File: config.mk
export PLATFORM = sky130hd
export DESIGN_NAME = image_frame_sched
export DESIGN_NICKNAME = d
export VERILOG_FILES = /design/src/rtl/image_pkg.sv /design/src/rtl/image_raster_cnt.sv /design/src/rtl/image_frame_sched.sv
export SDC_FILE = /design/constraint.sdc
export NUM_CORES = 1
export LEC_CHECK = 0
export BUFFER_PORTS_ARGS = -buffer_cell sky130_fd_sc_hd__buf_2
export CAP_MARGIN = 20
export CELL_PAD_IN_SITES_DETAIL_PLACEMENT = 2
export CELL_PAD_IN_SITES_GLOBAL_PLACEMENT = 2
export CORE_MARGIN = 5
export CORE_UTILIZATION = 35
export CTS_CLUSTER_SIZE = 30
export DETAILED_ROUTE_END_ITERATION = 6
export GPL_TIMING_DRIVEN = 0
export PLACE_DENSITY_LB_ADDON = 0.1
export SYNTH_ARGS = -nofsm -noshare
export SYNTH_HDL_FRONTEND = slang
export SYNTH_SLANG_ARGS = --single-unit
File: constraint.sdc
create_clock -name CLK -period 4 [get_ports CLK]
set_input_delay 0.6 -clock CLK [delete_from_list [all_inputs] [get_ports CLK]]
set_output_delay 0.6 -clock CLK [all_outputs]
set_load 0.005 [all_outputs]
File: src/rtl/image_pkg.sv
// Shared definitions for the image frame scheduler: opcodes, FSM states, default sizes.
// Opcode legality is centralised here so the top and any future users agree on it.
package image_pkg;

    localparam int DIM_W_DEF      = 11;

    localparam int OPC_BRIGHTNESS = 0;
    localparam int OPC_GRAYSCALE  = 1;
    localparam int OPC_ROTATE     = 2;

    typedef enum logic [1:0] {
        ST_IDLE  = 2'd0,
        ST_SETUP = 2'd1,
        ST_SCAN  = 2'd2,
        ST_DONE  = 2'd3
    } state_t;

    // Opcode 3 (and anything wider) is reserved; rotate depends on the build.
    function automatic logic op_legal(input int unsigned op, input logic rot_en);
        return (op == OPC_BRIGHTNESS) || (op == OPC_GRAYSCALE) ||
               ((op == OPC_ROTATE) && rot_en);
    endfunction

endpackage

File: src/rtl/image_raster_cnt.sv
// Two-dimensional wrap counter: the inner index steps on every advance, the outer one on inner wrap.
// Limits are given as maximum index values (dimension - 1); the whole counter wraps to (0,0) after the last point.
module image_raster_cnt #(
    parameter int W = 11
) (
    input  logic         clk_i,
    input  logic         rst_i,
    input  logic         clear_i,
    input  logic         advance_i,
    input  logic [W-1:0] inner_max_i,
    input  logic [W-1:0] outer_max_i,
    output logic [W-1:0] inner_o,
    output logic [W-1:0] outer_o,
    output logic         last_inner_o,
    output logic         last_outer_o
);

    logic [W-1:0] inner_q, inner_d;
    logic [W-1:0] outer_q, outer_d;

    assign last_inner_o = (inner_q == inner_max_i);
    assign last_outer_o = (outer_q == outer_max_i);
    assign inner_o      = inner_q;
    assign outer_o      = outer_q;

    always_comb begin
        inner_d = inner_q;
        outer_d = outer_q;
        if (clear_i) begin
            inner_d = '0;
            outer_d = '0;
        end else if (advance_i) begin
            if (last_inner_o) begin
                inner_d = '0;
                outer_d = last_outer_o ? '0 : outer_q + W'(1);
            end else begin
                inner_d = inner_q + W'(1);
            end
        end
    end

    always_ff @(posedge clk_i) begin
        if (rst_i) begin
            inner_q <= '0;
            outer_q <= '0;
        end else begin
            inner_q <= inner_d;
            outer_q <= outer_d;
        end
    end

endmodule

File: src/rtl/image_frame_sched.sv
// Frame scheduler: walks every pixel coordinate of a requested frame once, row-major or (build option
// IMAGE_FRAME_SCHED_ROTATE_EN) column-major for ROTATE, with valid/ready stalls and one-cycle done/err pulses.
module image_frame_sched
    import image_pkg::*;
#(
    parameter int DIM_W = DIM_W_DEF,
    parameter int OP_W  = 2
) (
    input  logic             CLK,
    input  logic             RESET,
    input  logic             start,
    input  logic [OP_W-1:0]  opcode_in,
    input  logic [DIM_W-1:0] width,
    input  logic [DIM_W-1:0] height,
    input  logic             pix_ready,
    output logic             pix_valid,
    output logic [DIM_W-1:0] row,
    output logic [DIM_W-1:0] col,
    output logic [OP_W-1:0]  opcode_out,
    output logic             sof,
    output logic             eol,
    output logic             eof,
    output logic             busy,
    output logic             done,
    output logic             err
);

`ifdef IMAGE_FRAME_SCHED_ROTATE_EN
    localparam logic ROT_EN = 1'b1;
`else
    localparam logic ROT_EN = 1'b0;
`endif

    state_t           state_q, state_d;
    logic [OP_W-1:0]  opcode_q, opcode_d;
    logic [DIM_W-1:0] wmax_q, wmax_d;
    logic [DIM_W-1:0] hmax_q, hmax_d;
    logic             err_q, err_d;

    logic             req_legal;
    logic             cnt_clear;
    logic             cnt_advance;
    logic [DIM_W-1:0] inner_max, outer_max;
    logic [DIM_W-1:0] inner, outer;
    logic             last_inner, last_outer;

    assign req_legal = (width != '0) && (height != '0) &&
                       op_legal(int'(opcode_in), ROT_EN);

`ifdef IMAGE_FRAME_SCHED_ROTATE_EN
    logic colmaj_q, colmaj_d;

    assign colmaj_d  = (state_q == ST_IDLE) && start && req_legal ?
                       (opcode_in == OP_W'(OPC_ROTATE)) : colmaj_q;

    always_ff @(posedge CLK) begin
        if (RESET) begin
            colmaj_q <= 1'b0;
        end else begin
            colmaj_q <= colmaj_d;
        end
    end

    // Column-major swaps which axis is the fast-moving inner index.
    assign inner_max = colmaj_q ? hmax_q : wmax_q;
    assign outer_max = colmaj_q ? wmax_q : hmax_q;
    assign row       = colmaj_q ? inner  : outer;
    assign col       = colmaj_q ? outer  : inner;
`else
    assign inner_max = wmax_q;
    assign outer_max = hmax_q;
    assign row       = outer;
    assign col       = inner;
`endif

    image_raster_cnt #(
        .W (DIM_W)
    ) u_raster (
        .clk_i        (CLK),
        .rst_i        (RESET),
        .clear_i      (cnt_clear),
        .advance_i    (cnt_advance),
        .inner_max_i  (inner_max),
        .outer_max_i  (outer_max),
        .inner_o      (inner),
        .outer_o      (outer),
        .last_inner_o (last_inner),
        .last_outer_o (last_outer)
    );

    always_comb begin
        state_d     = state_q;
        opcode_d    = opcode_q;
        wmax_d      = wmax_q;
        hmax_d      = hmax_q;
        err_d       = 1'b0;
        cnt_clear   = 1'b0;
        cnt_advance = 1'b0;
        unique case (state_q)
            ST_IDLE: begin
                if (start) begin
                    if (req_legal) begin
                        state_d  = ST_SETUP;
                        opcode_d = opcode_in;
                        wmax_d   = width - DIM_W'(1);
                        hmax_d   = height - DIM_W'(1);
                    end else begin
                        err_d = 1'b1;
                    end
                end
            end
            ST_SETUP: begin
                cnt_clear = 1'b1;
                state_d   = ST_SCAN;
            end
            ST_SCAN: begin
                if (pix_ready) begin
                    cnt_advance = 1'b1;
                    if (last_inner && last_outer) begin
                        state_d = ST_DONE;
                    end
                end
            end
            ST_DONE: begin
                state_d = ST_IDLE;
            end
            default: begin
                state_d = ST_IDLE;
            end
        endcase
    end

    always_ff @(posedge CLK) begin
        if (RESET) begin
            state_q  <= ST_IDLE;
            opcode_q <= '0;
            wmax_q   <= '0;
            hmax_q   <= '0;
            err_q    <= 1'b0;
        end else begin
            state_q  <= state_d;
            opcode_q <= opcode_d;
            wmax_q   <= wmax_d;
            hmax_q   <= hmax_d;
            err_q    <= err_d;
        end
    end

    // Markers derive from the held counter, so they hold with row/col during stalls.
    assign pix_valid  = (state_q == ST_SCAN);
    assign sof        = pix_valid && (row == '0) && (col == '0);
    assign eol        = pix_valid && last_inner;
    assign eof        = pix_valid && last_inner && last_outer;
    assign busy       = (state_q != ST_IDLE);
    assign done       = (state_q == ST_DONE);
    assign err        = err_q;
    assign opcode_out = opcode_q;

endmodule
==> impl_metrics.tcl, run 1 <==
set metrics [dict create \
    status "finished clean" \
    antenna_cells 0 \
    crit_path_end_kind "output port" \
    clkLatencyLatePin_ns 0.30 \
    viasPerCell 5.12 \
    clock.fmax_ghz 0.375 \
    netlist.area_leader.share_pct 35.4 \
    wirelength_um 8300 \
    cp_max_fo 10 \
    path_class "reg -> out" \
    clock_skew_ns 0.00983 \
    timing.final.max_slew_violations 0 \
    drt_iter0_markers 32 \
    p_leak_nw 1.42 \
    async_reset_ff_share_pct 0 \
    final_cell_area_um2 3310 \
    worst_pin_slew_ns 0.713 \
    cap_violations 0 \
    start_kind "register" \
    cts_tree "done" \
    ctsHoldBuffers 0 \
    cts.sinks 49 \
    post_cts_resize_count 0 \
    clock_path_buffers 2 \
    power.density_nw_per_um2 439 \
    die_y_um 99.0 \
    post-route-period-util_pct 66.6 \
    rsz0062_at_grt "no" \
    peakVddDrop_v 0.000131 \
    cp_slowest_stage_delay_ns 0.47 \
    wl_per_cell_um 17.1 \
    worst_slack_ns 1.34 \
    crit_chain "xor2_1 -> nor4_2 -> nand3_4 -> buf_6 -> nor3_1 -> buf_2" \
    slowest_stage "dfxtp_1" \
    yosysUniqueCellTypes 46 \
    antenna_left 0 \
    drive_above_1_share_pct 21.9 \
    worstHoldPathCells 1 \
    vias 2486 \
    syn2layout_area_growth_pct 19.3 \
    fp.coreArea_um2 7730 \
    nets 424 \
    hold_start "opcode_out[1]" \
    slew_headroom_pct 52.0 \
    synth_area_per_cell_um2 8.72 \
    cp.required_ns 3.40 \
    dieArea_um2 9800 \
    routabilityCongestion 0.810 \
    ys_seq_elements 49 \
    synth.cell_area_um2 2770 \
    syn-num-nets 359 \
    synthTopCellsByCount "53 x nor2_1, 49 x dfxtp_1, 35 x xor2_1, 19 x a211oi_1, 18 x xnor2_1" \
    cts_setup_buffers 0 \
    syn_inst 318 \
    yosysMostFrequentCell "nor2_1" \
    portBuffers 58 \
    crit_start "u_raster.inner_o[1]" \
    finalPower_w 0.00145 \
    rows 32 \
    grt_max_degree 15 \
    synth_area_leaders "dfxtp_1 35%, xor2_1 11%, nor2_1 7.2%, ha_1 5.9%, xnor2_1 5.7%" \
    hold_viol 0 \
    r2r_cells 6 \
    tns_ns 0 \
    setup_viol 0 \
    synth_ff_type "dfxtp_1" \
    drc 0 \
    min_period_ns 2.66 \
    hp-class "reg -> reg" \
    cts_buffers 5 \
    gr-total-overflow 0 \
    drtPass1Iterations 4 \
    antenna_found_initial 0 \
    fillerInstances 905 \
    synth_top_cell_by_area "dfxtp_1" \
    dpl_cell_area_um2 3190 \
    pre_cts_slack_ns 1.44 \
    yosys_warnings 0 \
    pin_count 59 \
    whs_ns 0.490 \
    synth_edf_count 0 \
    place_hpwl_um 6710 \
    track_usage_pct 17.5 \
    ys_seq_area_share_pct 35.4 \
    cts.clk_slew.worst_paths_ns 0.09 \
    grt_pass1_wl_um 13900 \
    htree_levels 2 \
    grt_pass1_vias 2752 \
    start_util_pct 35.9 \
    root_buffer "clkbuf_8" \
    dieWidth_um 99.0 \
    cp.arrival_ns 2.06 \
    r2r-start "u_raster.outer_o[3]" \
]
## cell type report
class | count | area, µm² | area share [%]
clock inverters | 1 | 30.0 | 0.908
inverters | 15 | 56.3 | 1.70
multi-input cells | 243 | 1650 | 49.8
clock buffers | 7 | 86.3 | 2.61
repair buffers | 58 | 290 | 8.78
flip-flops and latches | 49 | 981 | 29.7
well taps | 102 | 128 | 3.86
plain buffers | 11 | 90.1 | 2.72
## per-stage QoR
step / util [%] / std cells
after CTS: 42.8 / 486
after global placement: 41.3 / 478
after global routing: 42.8 / 486
after detailed placement: 41.3 / 478
after floorplan: - / 318
final: 42.8 / 486
## critical path, delay by kind of cell, from the launching register on
family | cells | cell delay [ns]
flip-flops | 1 | 0.47
buffers and inverters | 2 | 0.36
AND/OR/NAND/NOR | 3 | 0.79
XOR/XNOR | 1 | 0.13
## routing by layer
layer / wire length [µm] / track usage (%)
met1: 3850 / 22.6
met2: 4100 / 30.5
met3: 229 / 2.34
met4: 118 / 4.41
met5: 0 / 0
## final timing paths
path         slack, ns                   end
max               1.34                   eof
min               0.49         opcode_out[1]
max reg2reg       1.81  u_raster.outer_o[10]
min reg2reg       0.49         opcode_out[1]
## cell usage in the layout, fill, tap and decap left out, types with 2 or more instances in the layout
cell	instances
a211oi_1	19
a21boi_0	2
a21o_1	2
a21oi_1	5
a311oi_1	4
and3_1	4
and3_2	2
buf_2	59
buf_4	2
buf_6	3
clkbuf_1	4
clkbuf_8	7
dfxtp_1	49
ha_1	13
inv_1	15
nand2_1	16
nand3_1	14
nand4_1	6
nor2_1	53
nor3_1	10
nor3b_1	2
nor4_1	12
nor4_2	2
nor4b_1	2
o21ai_0	4
xnor2_1	18
xor2_1	35
## state kept, by name, indices dropped and copies added (netlist names)
name,cells
hmax_q,11
inner_max,11
u_raster.inner_o,11
u_raster.outer_o,11
opcode_out,2
state_q,2
err,1
## report_power, final
part	total [W]	internal, W	switching, W
clock	0.000370	0.000204	0.000165
combinational	0.000491	0.000189	0.000302
sequential	0.000591	0.000545	0.0000459
total	0.00145	0.000938	0.000514
## kinds of logic after synthesis
group	Yosys count	share of synthesized area, %
AND/OR/NAND/NOR	134	25.1
XOR/XNOR	53	16.7
flip-flops	49	35.4
AO/OA/AOI/OAI	42	11.3
buffers and inverters	26	5.28
adder cells (fa/ha/maj)	13	5.87
multiplexers	1	0.361
(Power assumes the default switching activity.)
==> run 2: changes to the inputs <==
- CORE_UTILIZATION: 35 -> 29
- clock period: 4 -> 2.2 ns (I/O delays scaled with it)
==> run 2 against run 1 <==
- total power rose by 75%
- via count down 1.3%
- utilization is 6.4 points lower
- clock power increased by 46%
- sequential share of layout area about the same
- worst setup slack got worse by 1.2 ns
- clock skew fell by 0.0014 ns
- critical path type unchanged
- largest cell class unchanged
==> impl_metrics.tcl, run 2 (synthesis gave the netlist of run 1 again) <==
set metrics [dict create \
    vias 2454 \
    holdPathEnd "hmax_q[0]" \
    post-route-util_pct 36.4 \
    intPower_w 0.00159 \
    gr-total-overflow 0 \
    antenna_left 0 \
    cap_violations 0 \
    start_kind "register" \
    ctsHoldBuffers 0 \
    post-route-period-util_pct 96.0 \
    grt_pass1_wl_um 14000 \
    viasPerCell 4.77 \
    r2r_cells 6 \
    worst_slack_ns 0.0883 \
    antenna_cells 0 \
    wl_per_cell_um 15.8 \
    fp.coreArea_um2 9280 \
    power.switching_w 0.000952 \
    cts_tree "done" \
    antenna_found_initial 0 \
    cp.required_ns 1.87 \
    path_class "reg -> out" \
    nets 425 \
    cp_slowest_stage_delay_ns 0.38 \
    stdcell_count 514 \
    dieWidth_um 108 \
    final_cell_mix "59 x buf_2, 52 x nor2_1, 37 x dfxtp_1, 35 x xor2_1, 19 x a211oi_1" \
    pre_cts_slack_ns -0.105 \
    hold_start "height[0]" \
    drc 0 \
    drtPass1Iterations 4 \
    portBuffers 58 \
    wirelength_um 8140 \
    clock_path_buffers 2 \
    worst_pin_slew_ns 0.601 \
    setup_viol 0 \
    rrSetupSlack_ns 0.14 \
    crit_chain "xor2_1 -> nor4_2 -> nand3_4 -> buf_6 -> nor3_2 -> buf_2" \
    p_clk_share_pct 21.2 \
    grt_pass1_vias 2740 \
    clock_skew_ns 0.00842 \
    rr_endpoint "u_raster.outer_o[3]" \
    cts.sinks 49 \
    root_buffer "clkbuf_8" \
    seqPwrFrac_pct 42.2 \
    clock.fmax_ghz 0.474 \
    cp_max_fo 10 \
    grt_max_degree 16 \
    drt_iter0_markers 39 \
    worstHoldPathCells 2 \
    slew_headroom_pct 59.5 \
    path_delay_family "simple AND/OR/NAND/NOR gates" \
    peakVddDrop_v 0.000274 \
    min_period_ns 2.11 \
    switching_share_pct 37.4 \
    syn2layout_area_growth_pct 21.8 \
    drive_above_1_share_pct 27.5 \
    status "finished clean" \
    routabilityCongestion 0.749 \
    crit_path_end_kind "output port" \
    die_y_um 108 \
    hp-class "in -> reg" \
    dieArea_um2 11600 \
    power.density_nw_per_um2 753 \
    dp.cells 505 \
    path_buf_inv 2 \
    cts_buffers 5 \
    r2r-start "state_q[0]" \
    htree_levels 2 \
    cts.clk_slew.worst_paths_ns 0.10 \
    clkLatencyLatePin_ns 0.30 \
    place_hpwl_um 6660 \
    mostFrequentLayoutCell "buf_2" \
    pin_count 59 \
    track_usage_pct 15.0 \
    p_leak_nw 1.43 \
    rows 35 \
    whs_ns 0.241 \
    cp.arrival_ns 1.78 \
    start_util_pct 29.9 \
    combPwrFrac_pct 36.6 \
    slowest_stage "dfxtp_4" \
    timing.final.max_slew_violations 0 \
    tns_ns 0 \
    hold_viol 0 \
]
run 2: what timing repair did:
action	4_1_cts	5_1_grt
resized for setup	8	15
endpoints found under the setup margin	3	18
cloned	0	0
buffers inserted	2	0
pin swaps	3	3
run 2: through the flow:
stage          cell area, µm²  power [W]
6_report                 3380    0.00254
3_3_place_gp             3220    0.00196
3_5_place_dp             3220    0.00200
2_1_floorplan            2770    0.00170
4_1_cts                  3350    0.00260
5_1_grt                  3380    0.00273
run 2: power by group through the flow:
| stage | combinational, W | sequential (W) | clock (W) |
|---|---|---|---|
| global placement | 0.000868 | 0.00109 | 0 |
| CTS | 0.000951 | 0.00108 | 0.000569 |
| finish | 0.000931 | 0.00107 | 0.000540 |
| floorplan | 0.000626 | 0.00107 | 0 |
| detailed placement | 0.000902 | 0.00110 | 0 |
| global route | 0.00105 | 0.00109 | 0.000595 |
run 2: worst max-delay path by stage:
stage                   startpoint                   to  cells after the start
3_5_place_dp              width[0]         inner_max[1]                     11
5_1_grt        u_raster.outer_o[2]  u_raster.outer_o[9]                      6
3_3_place_gp              width[0]            hmax_q[4]                     11
4_1_cts        u_raster.outer_o[3]                  eof                      6
6_report       u_raster.inner_o[7]                  eof                      6
2_1_floorplan             width[0]            hmax_q[1]                     10
run 2: layout make-up:
type | count | area, µm²
multi-input combinational | 243 | 1690
buffer | 10 | 78.8
clock buffer | 5 | 68.8
tap | 129 | 161
clock inverter | 3 | 17.5
sequential | 49 | 1000
fill | 1092 | 5910
timing repair buffer | 60 | 305
inverter | 15 | 56.3
run 2: worst reg2reg max path, cell delays in order, from the launching register on:
cell and delay, ns:
dfxtp_1 0.36, inv_1 0.12, ha_1 0.33, and2_1 0.32
nand4_1 0.25, or3_2 0.47, a21oi_1 0.15
run 2: routing by layer:
| metal | GRT usage (%) | routed length, µm |
|---|---|---|
| met1 | 20.2 | 3950 |
| met2 | 25.1 | 3860 |
| met3 | 2.64 | 261 |
| met4 | 3.25 | 67 |
| met5 | 0 | 0 |
==> run 3: changes to the inputs <==
- CORE_UTILIZATION: 29 -> 30
- CTS_CLUSTER_SIZE: 30 -> 8
- SYNTH_HIERARCHICAL: not set -> 1
==> run 3 against run 2 <==
- sequential power is essentially flat
- final area grew 8.7%
- sequential share of layout area shrank 2.4 points
- worst setup slack lost 0.0045 ns
- register-to-register slack gained 0.07 ns
- critical path depth is the same
- first-iteration DRC count grew 72%
- worst hold slack gained 0.013 ns
- cell count grew 6.6%
- critical path type unchanged
- critical endpoint is now sof
==> impl_metrics.tcl, run 3 <==
set metrics [dict create \
    status "finished clean" \
    synth_edf_count 0 \
    drive_above_1_share_pct 30.8 \
    gr-total-overflow 0 \
    dieWidth_um 110 \
    rows 36 \
    start_util_pct 30.7 \
    root_buffer "clkbuf_8" \
    worst_pin_slew_ns 0.523 \
    dpl_cell_area_um2 3450 \
    viasPerCell 5.17 \
    ys_seq_area_share_pct 32.8 \
    setup_viol 0 \
    htree_levels 2 \
    pin_count 59 \
    nets 453 \
    routabilityCongestion 0.739 \
    drc 0 \
    clock_path_buffers 2 \
    yosysUniqueCellTypes 59 \
    grt_pass1_vias 3040 \
    synth_area_leaders "dfxtp_1 33%, xor2_1 7.0%, xnor2_1 5.6%, a211oi_1 5.3%, ha_1 4.6%" \
    drtPass1Iterations 4 \
    fillerInstances 1153 \
    hold_viol 0 \
    min_period_ns 2.12 \
    cp.required_ns 1.87 \
    syn-num-nets 380 \
    final_cell_mix "63 x buf_2, 35 x dfxtp_1, 27 x a21oi_1, 23 x xor2_1, 21 x a211oi_1" \
    fp.coreArea_um2 9730 \
    timing.final.max_slew_violations 0 \
    ctsHoldBuffers 0 \
    cts_buffers 5 \
    die_y_um 110 \
    worst_slack_ns 0.0838 \
    power.density_nw_per_um2 716 \
    p_leak_nw 1.51 \
    drt_iter0_markers 67 \
    antenna_found_initial 0 \
    peakVddDrop_v 0.000282 \
    async_reset_ff_share_pct 0 \
    rrSetupSlack_ns 0.21 \
    cp.arrival_ns 1.79 \
    cap_violations 0 \
    ff_latch_area_um2 1000 \
    multi_input_area_um2 1920 \
    syn_inst 341 \
    path_class "reg -> out" \
    netlist.area_leader.share_pct 32.8 \
    clkLatencyLatePin_ns 0.30 \
    wl_per_cell_um 18.2 \
    portBuffers 58 \
    yosys_warnings 6 \
    cts.clk_slew.worst_paths_ns 0.10 \
    r2r_cells 6 \
    clock_skew_ns 0.0119 \
    synth_ff_type "dfxtp_1" \
    synth_top_cell_by_area "dfxtp_1" \
    post-route-util_pct 37.7 \
    dp.cells 532 \
    hp-class "in -> reg" \
    cts.sinks 49 \
    wirelength_um 9950 \
    crit_path_end_kind "output port" \
    cts_tree "done" \
    dieArea_um2 12100 \
    syn2layout_area_growth_pct 22.8 \
    antenna_left 0 \
    place_hpwl_um 7780 \
    ys_seq_elements 49 \
    r2r-start "state_q[1]" \
    synth.cell_area_um2 2990 \
    antenna_cells 0 \
    stdcell_count 548 \
    hold_start "height[0]" \
    mostFrequentLayoutCell "buf_2" \
    holdPathEnd "hmax_q[0]" \
    synthTopCellsByCount "49 x dfxtp_1, 27 x a21oi_1, 24 x xor2_1, 21 x a211oi_1" \
    rr_endpoint "u_raster/inner_o[6]" \
    post-route-period-util_pct 96.2 \
    cp_max_fo 8 \
    grt_pass1_wl_um 16200 \
    slew_headroom_pct 65.2 \
    grt_max_degree 15 \
    yosysMostFrequentCell "dfxtp_1" \
    track_usage_pct 17.1 \
    pre_cts_slack_ns -0.245 \
    clock.fmax_ghz 0.473 \
    vias 2831 \
    start_kind "register" \
    worstHoldPathCells 2 \
    synth_area_per_cell_um2 8.77 \
    final_cell_area_um2 3670 \
]
-- run 3: cell type report --
type / instances / area share, %
buffer: 15 / 2.21
clock buffer: 6 / 1.98
clock inverter: 2 / 0.273
inverter: 17 / 1.81
multi-input combinational: 259 / 52.2
sequential: 49 / 27.3
tap: 133 / 4.53
timing repair buffer: 67 / 9.74
-- run 3: per-layer routing --
| layer | share of wire (%) | vias up | GRT usage (%) |
|---|---|---|---|
| li1 | - | 1397 | - |
| met2 | 48 | 41 | 29.0 |
| met4 | 0.54 | 0 | 3.74 |
| met3 | 2.3 | 2 | 2.41 |
| met5 | 0 | - | 0 |
| met1 | 49 | 1391 | 23.0 |
-- run 3: worst max-delay path: stages (launching register included) --
cell     delay, ns
dfxtp_1       0.36
inv_1         0.12
ha_2          0.28
nor4b_2       0.27
nand4_1       0.14
nor2_1        0.17
buf_2         0.14
-- run 3: worst max-delay path by stage --
stage | startpoint | end | cells after the start
CTS | u_raster/outer_o[9] | eof | 6
finish | state_q[0] | sof | 6
global route | u_raster/outer_o[2] | eof | 6
floorplan | height[3] | state_q[0] | 5
global placement | width[0] | hmax_q[6] | 8
detailed placement | width[0] | inner_max[4] | 8
-- run 3: kinds of logic after synthesis --
group                    after synthesis  share of synthesized area, %
AO/OA/AOI/OAI                         84                          19.7
XOR/XNOR                              44                          13.1
adder cells (fa/ha/maj)               11                          4.60
buffers and inverters                 33                          5.06
flip-flops                            49                          32.8
multiplexers                           2                         0.669
AND/OR/NAND/NOR                      118                          24.0
-- run 3: what timing repair did --
action	in CTS	in global routing
gates resized for setup	14	15
pin swaps	2	4
endpoints found under the setup margin	4	30
buffers inserted	3	6
-- run 3: power breakdown --
group,total [W],leakage [nW],internal (W),switching (W)
combinational,0.00105,1.06,0.000441,0.000604
sequential,0.00105,0.406,0.000973,0.0000773
clock,0.000534,0.0450,0.000222,0.000312
-- run 3: through the flow --
stage | TNS (ns) | hold WS, ns | total power [W]
floorplan | 0 | 0.427 | 0.00168
global placement | -2.83 | 0.464 | 0.00194
detailed placement | -3.98 | 0.466 | 0.00198
CTS | 0 | 0.243 | 0.00258
global route | -0.00942 | 0.244 | 0.00282
finish | 0 | 0.255 | 0.00263
